### src/rtl/pipe_skid_reg.sv
// Single pipeline stage with a valid/ready handshake on both sides.
// REG_READY=1 adds a skid entry so in_ready is a pure register output.
module pipe_skid_reg #(
  parameter int DATA_W     = 32,
  parameter int REG_READY  = 1,
  parameter int CLEAR_DATA = 1
) (
  input  logic              CLK,
  input  logic              RST,
  input  logic              flush,
  input  logic              in_valid,
  output logic              in_ready,
  input  logic [DATA_W-1:0] in_data,
  output logic              out_valid,
  input  logic              out_ready,
  output logic [DATA_W-1:0] out_data,
  output logic [1:0]        occupancy
);

  // Handshake: a beat moves on a rising CLK edge when valid and ready are
  // both high on that side; valid never waits for ready.
  logic              m_valid;
  logic [DATA_W-1:0] m_data;
  logic              in_xfer;
  logic              out_xfer;

  assign out_valid = m_valid;
  assign out_data  = m_data;
  assign in_xfer   = in_valid & in_ready;
  assign out_xfer  = m_valid & out_ready;

  generate
    if (REG_READY != 0) begin : g_skid
      logic              s_valid;
      logic [DATA_W-1:0] s_data;

      assign in_ready  = ~s_valid;
      assign occupancy = {1'b0, m_valid} + {1'b0, s_valid};

      always_ff @(posedge CLK) begin
        if (RST || flush) begin
          m_valid <= 1'b0;
          s_valid <= 1'b0;
          if (CLEAR_DATA != 0) begin
            m_data <= '0;
            s_data <= '0;
          end
        end else if (in_xfer) begin
          if (!m_valid || out_xfer) begin
            // Main is free this edge; an older skid entry must go first.
            if (s_valid) begin
              m_data <= s_data;
              s_data <= in_data;
            end else begin
              m_data <= in_data;
            end
            m_valid <= 1'b1;
          end else begin
            s_data  <= in_data;
            s_valid <= 1'b1;
          end
        end else if (out_xfer) begin
          m_valid <= s_valid;
          if (s_valid) begin
            m_data <= s_data;
          end
          s_valid <= 1'b0;
        end
      end
    end else begin : g_single
      assign in_ready  = out_ready | ~m_valid;
      assign occupancy = {1'b0, m_valid};

      always_ff @(posedge CLK) begin
        if (RST || flush) begin
          m_valid <= 1'b0;
          if (CLEAR_DATA != 0) begin
            m_data <= '0;
          end
        end else if (in_xfer) begin
          m_data  <= in_data;
          m_valid <= 1'b1;
        end else if (out_xfer) begin
          m_valid <= 1'b0;
        end
      end
    end
  endgenerate

endmodule
### config.mk
export PLATFORM = sky130hd
export DESIGN_NAME = pipe_skid_reg
export DESIGN_NICKNAME = d
export VERILOG_FILES = /design/src/rtl/pipe_skid_reg.sv
export SDC_FILE = /design/constraint.sdc
export NUM_CORES = 1
export LEC_CHECK = 0
export CAP_MARGIN = 25
export CORE_UTILIZATION = 47
export DETAILED_ROUTE_END_ITERATION = 8
export GPL_ROUTABILITY_DRIVEN = 1
export PLACE_DENSITY = 0.78
export SYNTH_ARGS = -nofsm -noshare
export SYNTH_HDL_FRONTEND = slang
export SYNTH_SLANG_ARGS = --single-unit
### constraint.sdc
create_clock -name CLK -period 1.85 [get_ports CLK]
set_input_delay 0.185 -clock CLK [delete_from_list [all_inputs] [get_ports CLK]]
set_output_delay 0.185 -clock CLK [all_outputs]
set_load 0.01 [all_outputs]
# Word-level counts from Yosys, hierarchy flattened
# Index checks and enable logic that the tools add are counted.
op_classes:
  mux: 13
  multipliers: 0
  bitwise_logic: 3
  addsub: 1
  div_mod_pow: 0
  n_eq_ne: 3
  magnitude_cmp: 0
  shifts: 0
  n_reduce_logical: 9
ops:
  columns: ["cell", "n"]
  rows:
  - ["32-bit 2-to-1 mux", 7]
  - ["1-bit 2-to-1 mux", 6]
  - ["2-bit AND reduction", 3]
  - ["2-bit inequality test (second input constant)", 2]
  - ["2-bit nonzero test", 2]
  - ["3-bit AND reduction", 1]
  - ["1-bit by 1-bit adder with 2-bit output", 1]
  - ["1-bit bitwise AND", 2]
  - ["1-bit logical OR", 2]
  - ["2-bit by 1-bit inequality test with 1-bit output (second input constant)", 1]
  - ["1-bit logical NOT", 1]
  - ["1-bit inverter", 1]
totals:
  n_memories: 0
  input_bits: 37
  latchBits: 0
  elab_cells: 33
  reg_bits: 66
  rom_bits: 0
  ramBits: 0

# Depth between registers and ports, before layout
logic_depth:
  ltp_word: 4
  ltp_mapped: 5
  ltp_nobuf: 3

# Worst setup path after synthesis
# Ideal clock, no wire load.
synth_timing:
  path_kind: "register -> register"
  startpoint: "reg g_skid.s_valid"
  endpoint: "reg m_data[1] (netlist: out_data[1])"
  stages_incl_launch_ff: 5
  path_slack_ns: 0.553
  n_path_buf: 1
  arrival_time_ns: 1.229
  path_cell_list: "dfxtp_1 -> mux2_4 -> a21oi_4 -> buf_6 -> o2bb2ai_2"
synth_between:
  elab_chain_len: 4
  elab_cells_between_ends: 9
synth_rtl:
  columns: ["element", "line_no", "source"]
  rows:
  - ["start, declared", "34", "logic s_valid;"]
  - ["start signal, assigned", "43", "s_valid <= 1'b0;"]
  - ["start signal, assigned", "60", "s_valid <= 1'b1;"]
  - ["start signal, assigned", "67", "s_valid <= 1'b0;"]
  - ["1-bit inverter", "37", "assign in_ready = ~s_valid;"]
  - ["1-bit bitwise AND", "29", "assign in_xfer = in_valid & in_ready;"]
  - ["2-bit by 1-bit inequality test with 1-bit output (no line) / 2-bit nonzero test (equally long branches)", null, null]
  - ["3-bit AND reduction (no line)", null, null]
  - ["end signal, assigned", "52", "m_data <= s_data;"]
  - ["end signal, assigned", "55", "m_data <= in_data;"]
  - ["end signal, assigned", "65", "m_data <= s_data;"]
  - ["end, declared", "23", "logic [DATA_W-1:0] m_data;"]
# Parallel ways exist; a longest one is shown, timed or not. The select of a mux whose other input is x is not followed.
# A chain may end at the register's enable or synchronous reset.

# Worst setup path after layout
layout_timing:
  startpoint: "reg m_valid (netlist: out_valid)"
  endpoint: "out occupancy[0]"
layout_between:
  elab_chain_len: 1
layout_rtl:
  columns: ["element", "line_no", "source"]
  rows:
  - ["start, declared", "22", "logic m_valid;"]
  - ["start signal, assigned", "63", "m_valid <= s_valid;"]
  - ["1-bit by 1-bit adder with 2-bit output", "38", "assign occupancy = {1'b0, m_valid} + {1'b0, s_valid};"]
  - ["end, declared", "17", "output logic [1:0] occupancy"]
# Every way passes these cells.

==> reports/metrics.cfg <==
[outcome]
status = finished clean

[synthesis]
synthArstFlopShare_pct = 0
synth_edf_count = 0
ys_top_cells_by_count = 66 x dfxtp_1, 64 x nand2_1, 34 x a21oi_1
syn_nets = 301
netlist_area_mm2 = 0.00266
yosysTopAreaCellShare_pct = 49.6
syn-instance-count = 263
synth_flop_cell = dfxtp_1
yosysTopAreaCell = dfxtp_1
avgSynthCellArea_um2 = 10.1
synth_most_common_cell = dfxtp_1
yosys_warnings = 0
ys_top_cells_by_area = dfxtp_1 50%, mux2i_1 12%, nand2_1 9.0%
ys_ff_latch = 66
synth.distinct_cells = 22
yosysSeqAreaShare_pct = 49.6

[global_routing]
antenna_found_initial = 0
grt_use_total_pct = 20.5
grt_overflow = 0
grt_pass1_vias = 2074
grt_pass1_wl_um = 9640
grt_max_degree = 25

[place]
io_buffers = 72
post-dp-hpwl_um = 3830
place_congestion = 0.732

[sta]
finalSetupTns_ps = 0
rsz0062_at_grt = no
hold_slack_ps = 430
finalHoldViolations = 0
setup_viol = 0
slew_violations = 0
finClkSkew_ps = 5.25
fin_crit_sh_pct = 95.3
relSlewSlack_pct = 80.6
finalCriticalPeriod_ps = 1760
max_freq_mhz = 567
worst_pin_slew_ps = 291

[worst_setup_path]
slowest_delay_ps = 490
crit_path_cell_trace = ha_1 > clkdlybuf4s50_1
end_kind = output pin
path_class = flip-flop to output pin
slowest_stage = dfxtp_1
required_ps = 1660
crit_buf_inv = 1
r2r_setup_slack_ps = 460
rr_endpoint = out_data[0]
worstReg2RegStart = g_skid.s_valid
cp_max_fo = 9
crit_path_start_kind = flip-flop
cp_top_family = flip-flops
worstPathArrival_ps = 1580
reg2reg_depth = 4

[floorplan]
start_util_pct = 48.7
die_area_mm2 = 0.00597
coreArea_mm2 = 0.00547
die_x_um = 77.3
num_io_pins = 73
die_h_um = 77.3
num_rows = 27

[pwr]
ir_drop_mv = 0.602
p_leak_nw = 1.33
powerDensity_mw_per_mm2 = 847

[cts]
cts-root-buf = clkbuf_8
tritoncts = done
cts_hold_buf = 0
cts_buffer_depth = 2
cts_max_level = 3
clk_pin_slew_ps = 70
clock_latency_ps = 330
clock_sinks = 66
numCtsBuffers = 9
cts_setup_buffers = 0

[final_layout]
diodes = 0
fin_nets = 374
synthToLayoutAreaGrowth_pct = 39.7
num-fill-cells = 456
drive_above_1_share_pct = 12.9

[worst_hold_path]
min_path_type = input port to flip-flop
hold_path_depth = 3
hp-start = in_data[27]
min_to = g_skid.s_data[27]

[drt]
vias = 2113
drt_first_iter_violations = 101
vias_per_cell = 5.12
drc = 0
postRouteAntennaNets = 0
post_drt_wl_per_cell_um = 14.3
wirelength_um = 5890
dr.pass1.iters = 6

[flow_run]
maxCapViolCount = 0

[what timing repair did]
item / CTS / global route
endpoints found under the setup margin: 1 / 0
endpoints found under the hold margin: 0 / 0
resized for setup: 1 / 0
[layout make-up]
cell class              instances  area [µm²]  share of cell area [%]
multi-input cells             174        1220                    32.7
clock buffers                  12         165                    4.44
repair buffers                 84         848                    22.8
well taps                      72        90.1                    2.42
inverters                       1        3.75                   0.101
flip-flops and latches         66        1320                    35.6
clock inverters                 4        72.6                    1.95
[placed cells by master, fill, tap and decap left out, drive strengths merged, types with 2 or more instances in the layout]
| cell | synthesis | routed |
|---|---|---|
| nand2b | 2 | 2 |
| a21oi | 35 | 35 |
| mux2i | 32 | 32 |
| buf | 19 | 12 |
| bufinv | 0 | 2 |
| nand2 | 64 | 64 |
| dfxtp | 66 | 66 |
| clkbuf | 3 | 12 |
| o2bb2ai | 32 | 32 |
| clkdlybuf4s50 | 0 | 72 |
[sequential cells by signal, summed over array words and instances (netlist names)]
signal	cells
g_skid.s_data	32
g_skid.s_valid	1
out_data	32
out_valid	1
[report_power, final]
group | internal, mW | total (mW) | leakage [nW] | switching, mW
registers | 1.44 | 1.45 | 0.534 | 0.0146
clock network | 0.867 | 1.40 | 0.119 | 0.530
logic | 0.168 | 0.299 | 0.675 | 0.132
total | 2.48 | 3.15 | 1.33 | 0.677
[worst reg2reg max path, stage by stage, from the launching register on]
cell	delay (ps)
dfxtp_2	450
mux2_4	360
nand3b_4	80
buf_4	290
o2bb2ai_1	100
[how the worst max path moves through the flow]
stage	depth (start not counted)	start	slack (ps)	to
after floorplan	4	g_skid.s_valid	550	out_data[1]
after global placement	5	in_valid	230	g_skid.s_data[5]
after detailed placement	5	in_valid	180	g_skid.s_data[15]
after CTS	2	out_valid	70	occupancy[0]
after global routing	2	out_valid	10	occupancy[0]
final	2	out_valid	90	occupancy[0]
[layer usage]
metal / global-route usage (%) / routed length [µm]
met1: 26.6 / 2720
met2: 33.6 / 2800
met3: 3.93 / 321
met4: 7.92 / 42
met5: 0 / 0
[metrics by stage]
stage | setup slack (ps) | power [mW] | std cells | instance area [µm²] | utilization (%)
2_1_floorplan | 553 | 1.63 | 263 | 2660 | -
3_3_place_gp | 234 | 1.78 | 397 | 3480 | 63.6
3_5_place_dp | 177 | 1.79 | 397 | 3480 | 63.6
4_1_cts | 72.7 | 3.19 | 413 | 3720 | 68.0
5_1_grt | 13.7 | 3.26 | 413 | 3720 | 68.0
6_report | 87.5 | 3.15 | 413 | 3720 | 68.0
[logic make-up after synthesis]
| family | synth area share, % |
|---|---|
| fa+ha+maj | 0.470 |
| mux | 12.6 |
| compound gates | 20.2 |
| buf+inv | 5.50 |
| simple gates | 11.7 |
| flops | 49.6 |
Note: power is estimated with default switching activity, not from simulation.
